$ cat src/rtl/mips_mc_pkg.sv
// Shared definitions for the multi-cycle MIPS-lite core: opcodes, FSM states,
// internal operation codes and the instruction decoder.
package mips_mc_pkg;

    localparam logic [31:0] DEFAULT_RESET_PC = 32'h0000_3000;

    localparam logic [5:0] OPC_RTYPE = 6'h00;
    localparam logic [5:0] OPC_J     = 6'h02;
    localparam logic [5:0] OPC_JAL   = 6'h03;
    localparam logic [5:0] OPC_BEQ   = 6'h04;
    localparam logic [5:0] OPC_BGTZ  = 6'h07;
    localparam logic [5:0] OPC_ORI   = 6'h0D;
    localparam logic [5:0] OPC_LUI   = 6'h0F;
    localparam logic [5:0] OPC_LW    = 6'h23;
    localparam logic [5:0] OPC_SW    = 6'h2B;

    localparam logic [5:0] FN_JR     = 6'h08;
    localparam logic [5:0] FN_ADDU   = 6'h21;
    localparam logic [5:0] FN_SUBU   = 6'h23;

    typedef enum logic [2:0] {
        S_FETCH, S_DECODE, S_EXEC, S_MEM, S_WB, S_TRAP
    } state_e;

    typedef enum logic [3:0] {
        OP_ADDU, OP_SUBU, OP_ORI, OP_LUI, OP_LW, OP_SW,
        OP_BEQ, OP_BGTZ, OP_J, OP_JAL, OP_JR
    } op_e;

    typedef struct packed {
        logic        valid;
        op_e         op;
        logic [31:0] imm;
    } decoded_t;

    // The immediate is extended here so EXEC never needs to look at the opcode again.
    function automatic decoded_t decode_ir(input logic [31:0] ir);
        decoded_t d;
        d.valid = 1'b1;
        d.op    = OP_ADDU;
        d.imm   = {{16{ir[15]}}, ir[15:0]};
        case (ir[31:26])
            OPC_RTYPE: begin
                case (ir[5:0])
                    FN_ADDU: d.op = OP_ADDU;
                    FN_SUBU: d.op = OP_SUBU;
                    FN_JR:   d.op = OP_JR;
                    default: d.valid = 1'b0;
                endcase
            end
            OPC_ORI: begin
                d.op  = OP_ORI;
                d.imm = {16'h0000, ir[15:0]};
            end
            OPC_LUI: begin
                d.op  = OP_LUI;
                d.imm = {ir[15:0], 16'h0000};
            end
            OPC_LW:   d.op = OP_LW;
            OPC_SW:   d.op = OP_SW;
            OPC_BEQ:  d.op = OP_BEQ;
            OPC_BGTZ: d.op = OP_BGTZ;
            OPC_J:    d.op = OP_J;
            OPC_JAL:  d.op = OP_JAL;
            default:  d.valid = 1'b0;
        endcase
        return d;
    endfunction

endpackage

$ cat src/rtl/mips_mc_regfile.sv
// 32x32 general-purpose register file: two asynchronous read ports, one
// synchronous write port, asynchronous active-low clear. $0 is never written.
module mips_mc_regfile (
    input  logic        clk,
    input  logic        reset,
    input  logic [4:0]  rs,
    input  logic [4:0]  rt,
    output logic [31:0] rs_data,
    output logic [31:0] rt_data,
    input  logic        we,
    input  logic [4:0]  waddr,
    input  logic [31:0] wdata
);

    logic [31:0] regs [32];

    always_ff @(posedge clk or negedge reset) begin
        if (!reset) begin
            for (int i = 0; i < 32; i++) regs[i] <= '0;
        end else if (we && waddr != 5'd0) begin
            regs[waddr] <= wdata;
        end
    end

    assign rs_data = regs[rs];
    assign rt_data = regs[rt];

endmodule

$ cat src/rtl/mips_multicycle.sv
// Multi-cycle MIPS-lite core: one FSM sequences fetch/decode/execute/memory/
// writeback over a single req/ack memory port, with a sticky trap state.
module mips_multicycle
    import mips_mc_pkg::*;
#(
    parameter int          ADDR_W   = 12,
    parameter logic [31:0] RESET_PC = DEFAULT_RESET_PC
) (
    input  logic              clk,
    input  logic              reset,
    output logic              mem_req,
    output logic              mem_we,
    output logic [ADDR_W-1:0] mem_addr,
    output logic [31:0]       mem_wdata,
    input  logic [31:0]       mem_rdata,
    input  logic              mem_ack,
    output logic              retire,
    output logic [31:0]       retire_pc,
    output logic              trap
);

    state_e      state;
    op_e         op;
    logic [31:0] pc, cur_pc, ir, a, b, imm, alu_out, mdr;
    logic [31:0] alu_res, br_target, jmp_target;
    logic [31:0] rf_rs_data, rf_rt_data, rf_wdata;
    logic [4:0]  rf_waddr;
    logic        rf_we, is_ctrl, taken;
    decoded_t    dec;

    assign dec = decode_ir(ir);

    mips_mc_regfile u_regfile (
        .clk     (clk),
        .reset   (reset),
        .rs      (ir[25:21]),
        .rt      (ir[20:16]),
        .rs_data (rf_rs_data),
        .rt_data (rf_rt_data),
        .we      (rf_we),
        .waddr   (rf_waddr),
        .wdata   (rf_wdata)
    );

    always_comb begin
        alu_res = a + imm;
        case (op)
            OP_ADDU: alu_res = a + b;
            OP_SUBU: alu_res = a - b;
            OP_ORI:  alu_res = a | imm;
            OP_LUI:  alu_res = imm;
            default: alu_res = a + imm;
        endcase
    end

    // pc already points past the instruction by the time EXEC runs.
    assign br_target  = pc + {imm[29:0], 2'b00};
    assign jmp_target = {pc[31:28], ir[25:0], 2'b00};
    assign taken      = (op == OP_BEQ && a == b) || (op == OP_BGTZ && $signed(a) > 32'sd0);
    assign is_ctrl    = op inside {OP_BEQ, OP_BGTZ, OP_J, OP_JAL, OP_JR};

    assign rf_we    = (state == S_WB) || (state == S_EXEC && op == OP_JAL);
    assign rf_waddr = (state != S_WB) ? 5'd31 :
                      (op == OP_ADDU || op == OP_SUBU) ? ir[15:11] : ir[20:16];
    assign rf_wdata = (state != S_WB) ? pc : (op == OP_LW) ? mdr : alu_out;

    always_ff @(posedge clk or negedge reset) begin
        if (!reset) begin
            state   <= S_FETCH;
            op      <= OP_ADDU;
            pc      <= RESET_PC;
            cur_pc  <= '0;
            ir      <= '0;
            a       <= '0;
            b       <= '0;
            imm     <= '0;
            alu_out <= '0;
            mdr     <= '0;
        end else begin
            case (state)
                S_FETCH: begin
                    if (pc[1:0] != 2'b00) begin
                        state <= S_TRAP;
                    end else if (mem_ack) begin
                        ir     <= mem_rdata;
                        cur_pc <= pc;
                        pc     <= pc + 32'd4;
                        state  <= S_DECODE;
                    end
                end
                S_DECODE: begin
                    a     <= rf_rs_data;
                    b     <= rf_rt_data;
                    op    <= dec.op;
                    imm   <= dec.imm;
                    state <= dec.valid ? S_EXEC : S_TRAP;
                end
                S_EXEC: begin
                    alu_out <= alu_res;
                    case (op)
                        OP_BEQ, OP_BGTZ: begin
                            if (taken) pc <= br_target;
                            state <= S_FETCH;
                        end
                        OP_J, OP_JAL: begin
                            pc    <= jmp_target;
                            state <= S_FETCH;
                        end
                        OP_JR: begin
                            pc    <= a;
                            state <= S_FETCH;
                        end
                        OP_LW, OP_SW: state <= (alu_res[1:0] != 2'b00) ? S_TRAP : S_MEM;
                        default:      state <= S_WB;
                    endcase
                end
                S_MEM: begin
                    if (mem_ack) begin
                        if (op == OP_LW) begin
                            mdr   <= mem_rdata;
                            state <= S_WB;
                        end else begin
                            state <= S_FETCH;
                        end
                    end
                end
                S_WB:    state <= S_FETCH;
                default: state <= S_TRAP;
            endcase
        end
    end

    // Port outputs are decoded from state so a fetch can issue in its very first cycle.
    assign mem_req   = reset && ((state == S_FETCH && pc[1:0] == 2'b00) || state == S_MEM);
    assign mem_we    = mem_req && state == S_MEM && op == OP_SW;
    assign mem_addr  = !mem_req ? '0 :
                       (state == S_MEM) ? alu_out[ADDR_W-1:0] : pc[ADDR_W-1:0];
    assign mem_wdata = mem_we ? b : '0;
    assign retire    = reset && ((state == S_WB) || (state == S_EXEC && is_ctrl) ||
                                 (state == S_MEM && op == OP_SW && mem_ack));
    assign retire_pc = retire ? cur_pc : '0;
    assign trap      = (state == S_TRAP);

endmodule
$ cat config.mk
export PLATFORM = sky130hd
export DESIGN_NAME = mips_multicycle
export DESIGN_NICKNAME = d
export VERILOG_FILES = /design/src/rtl/mips_mc_pkg.sv /design/src/rtl/mips_mc_regfile.sv /design/src/rtl/mips_multicycle.sv
export SDC_FILE = /design/constraint.sdc
export NUM_CORES = 2
export LEC_CHECK = 0
export ABC_AREA = 0
export BUFFER_PORTS_ARGS = -buffer_cell sky130_fd_sc_hd__buf_2
export CORE_ASPECT_RATIO = 0.75
export CORE_MARGIN = 2
export CORE_UTILIZATION = 35
export CTS_CLUSTER_DIAMETER = 200
export DETAILED_ROUTE_END_ITERATION = 12
export PLACE_DENSITY = 0.54
export RECOVER_POWER = 100
export SLEW_MARGIN = 20
export SYNTH_ARGS = -nofsm -noshare
export SYNTH_HDL_FRONTEND = slang
export SYNTH_SLANG_ARGS = --single-unit
export TNS_END_PERCENT = 20
$ cat constraint.sdc
create_clock -name clk -period 4.35 [get_ports clk]
set_input_delay 0.87 -clock clk [delete_from_list [all_inputs] [get_ports clk]]
set_output_delay 0.87 -clock clk [all_outputs]
set_load 0.005 [all_outputs]
==> impl_metrics.toml <==
[routing]
final_antenna_net_count = 0
drt_iter0_markers = 6685
drc = 0
vias_per_cell = 5.84
wire_per_inst_um = 27.6
dr.pass1.iters = 6
vias = 53900
totalWireLength_mm = 254

[timing]
finalSetupViolCount = 1
worstMarginPinSlew_ns = 2.36
fin_ws_ns = -0.00618
grt_setup_unrepaired = "yes"
fin_skew_ns = 0.0613
hold_slack_ns = 0.267
drv_slew = 1225
slew_headroom_pct = -57.1
setup-tns-final_ns = -0.00618
hold_violations = 0
fin_crit_sh_pct = 100
period_needed_ns = 4.36
clock.fmax_mhz = 230

[placement]
io_buffers = 114
dpl.hpwl_mm = 169
dpl_cell_area_sq_um = 74600
post-place-ws_ns = 0.210
routabilityCongestion = 0.940

[layout]
final_common_cell = "nand2_1"
layout-drive-gt1-share_pct = 21.1
fillCellCount = 19400
fin_nets = 6576
area_growth_syn_to_layout_pct = 12.7
final_cell_mix = "1435 x nand2_1, 1275 x dfrtp_1, 1203 x o21ai_0"
stdcell_area_sq_um = 79000
utilization_pct = 39.6

[logic_synthesis]
netlist_top_cells_area = "dfrtp_1 46%, mux4_2 21%, o21ai_0 8.6%"
synth.net_count = 6691
synth_edf_count = 0
ys.flop_type = "dfrtp_1"
ys_ff_latch = 1287
syn_avg_cell_area_sq_um = 10.7
synth_cell_types = 88
ys_seq_area_share_pct = 45.9
synth.top_cell.area_share_pct = 45.8
syn_inst = 6559
async_reset_ff_share_pct = 100
syn_area_sq_um = 70200
synth.largest_area_cell = "dfrtp_1"
yosysWarnings = 0

[worst_setup_path]
end_kind = "output port"
crit_slowest_cell = "nor4_1"
cp_num_buf_inv = 4
r2r_start = "state[0]"
path_max_fanout = 29
path_class = "in2out"
worstPathRequired_ns = 3.48
critPathMaxStageDelay_ns = 0.77
cpMostUsedCell = "buf_12"
crit_family = "buffers and inverters"
path_cells = "dlygate4sd3_1, buf_12, nand2_1, buf_12, nor4_1, buf_2"
critPathArrivalTime_ns = 3.49
r2r_slack_ns = 0.05
crit_start = "reset"
cp-start-kind = "input pin"

[grt]
grt_pass1_wl_mm = 374
overflow = 0
track_usage_pct = 24.9
grt_start_max_net_pins = 163
first_global_vias = 51800
antenna_found_initial = 12

[power]
p_leak_nw = 32.3
powerDensity_nw_per_um2 = 319
vdd_drop_max_mv = 0.376

[floorplan]
core_sq_um = 200000
ios = 115
rows = 142
dieArea_sq_um = 204000
die_x_um = 521
initial_utilization_pct = 35.2
die_h_um = 392

[run_status]
violations = "capacitance limit, slew limit, setup timing"
status = "finished with violations"

[cts]
cts_buffers = 141
clock-sinks = 1287
htree_num_levels = 4
cts.clk_slew.worst_paths_ns = 0.07
clock_latency_ns = 0.83
ctsRootBufferMaster = "clkbuf_16"
clockBufferDepth = 3
cts_tree = "done"

[hold_path]
holdCritStartpoint = "mem_rdata[10]"
hp-class = "in2reg"

[flow_run]
cap_violations = 13
stage by stage:
step,std cells,power [mW]
after floorplan,6559,12.2
after global placement,8963,12.5
after detailed placement,8964,12.5
after CTS,9223,25.4
after global routing,9225,26.0
final,9225,25.2
tightest hold or removal path: stages:
cell     delay (ns)
buf_2          0.09
nand2_1        0.05
nand2_1        0.04
cell usage after synthesis (all sizes together) (4+ instances only):
library cell and number:
a211oi 22, a211o 4, nor3 30, nor2 133, and2 45, o211ai 8
nand4 27, o21bai 16, or3 11, and3 22, a21oi 239, inv 59
a21o 39, a41oi 6, nand3b 6, a21boi 4, o22a 4, dfrtp 1285
nand3 71, nor4 49, a22oi 4, a221o 6, o31ai 7, buf 129
mux4 640, nand2 1460, mux2 63, nor3b 11, a311oi 4, clkbuf 494
a31oi 26, xor2 37, o21a 9, nand2b 20, o21ai 1211, o221ai 4
nor2b 8, mux2i 99, o2111ai 4, xnor2 47, or2 7, ha 94
a221oi 25, o22ai 26
path summary, 6_finish.rpt:
path	endpoint	depth (start not counted)
worst max-delay path	mem_wdata[17]	6
worst min-delay path	ir[10]	3
worst max register to register	u_regfile.regs[47]	7
worst min register to register	u_regfile.regs[1012]	0
max in group asynchronous	u_regfile.regs[248]	4
min in group asynchronous	ir[10]	2
power by group:
| group | total (mW) | switching, mW | internal (mW) |
|---|---|---|---|
| clock | 13.0 | 5.47 | 7.49 |
| sequential | 12.0 | 0 | 12.0 |
| combinational | 0.279 | 0.259 | 0.0205 |
| total | 25.2 | 5.73 | 19.5 |
flip-flops by register name, indices dropped and copies added (netlist names):
register and cells:
state 3, pc 32, mdr 32, u_regfile.regs 1024, b 32, imm 32, cur_pc 32, ir 32
a 32, alu_out 32, op 4
what timing repair did:
item                                    4_1_cts  5_1_grt
setup buffers                                 0        0
endpoints found under the hold margin        24        0
gates resized for setup                       1        7
endpoints found under the setup margin       33        7
pin swaps                                     0        0
hold buffers                                  1        0
kinds of logic after synthesis:
| logic type | Yosys count | share of synthesized area (%) |
|---|---|---|
| adders and majority gates | 97 | 1.76 |
| DFF | 1287 | 45.9 |
| muxes | 802 | 23.0 |
| buffers and inverters | 682 | 3.80 |
| xor gates and xnor gates | 84 | 1.05 |
| and+or+nand+nor | 1913 | 11.3 |
| AOI/OAI and AO/OA | 1694 | 13.2 |
layer usage:
layer / part of all wire [%] / GRT usage (%) / vias to the layer above
met5: 0.013 / 0 / -
met4: 2.6 / 6.50 / 6
met3: 8.2 / 4.53 / 381
met2: 43 / 36.2 / 2353
met1: 46 / 38.1 / 27600
li1: - / - / 23600
cell type report:
| class | instances | area [sq um] | area share [%] |
|---|---|---|---|
| diodes | 2 | 5.00 | 0.00633 |
| clock buffers | 214 | 4210 | 5.32 |
| clock inverters | 44 | 754 | 0.955 |
| inverters | 59 | 221 | 0.280 |
| multi-input cells | 4590 | 35600 | 45.0 |
| flip-flops and latches | 1287 | 32200 | 40.8 |
| well taps | 2664 | 3330 | 4.22 |
| repair buffers | 365 | 2700 | 3.41 |
No activity file was read; power rests on OpenSTA's default activity.
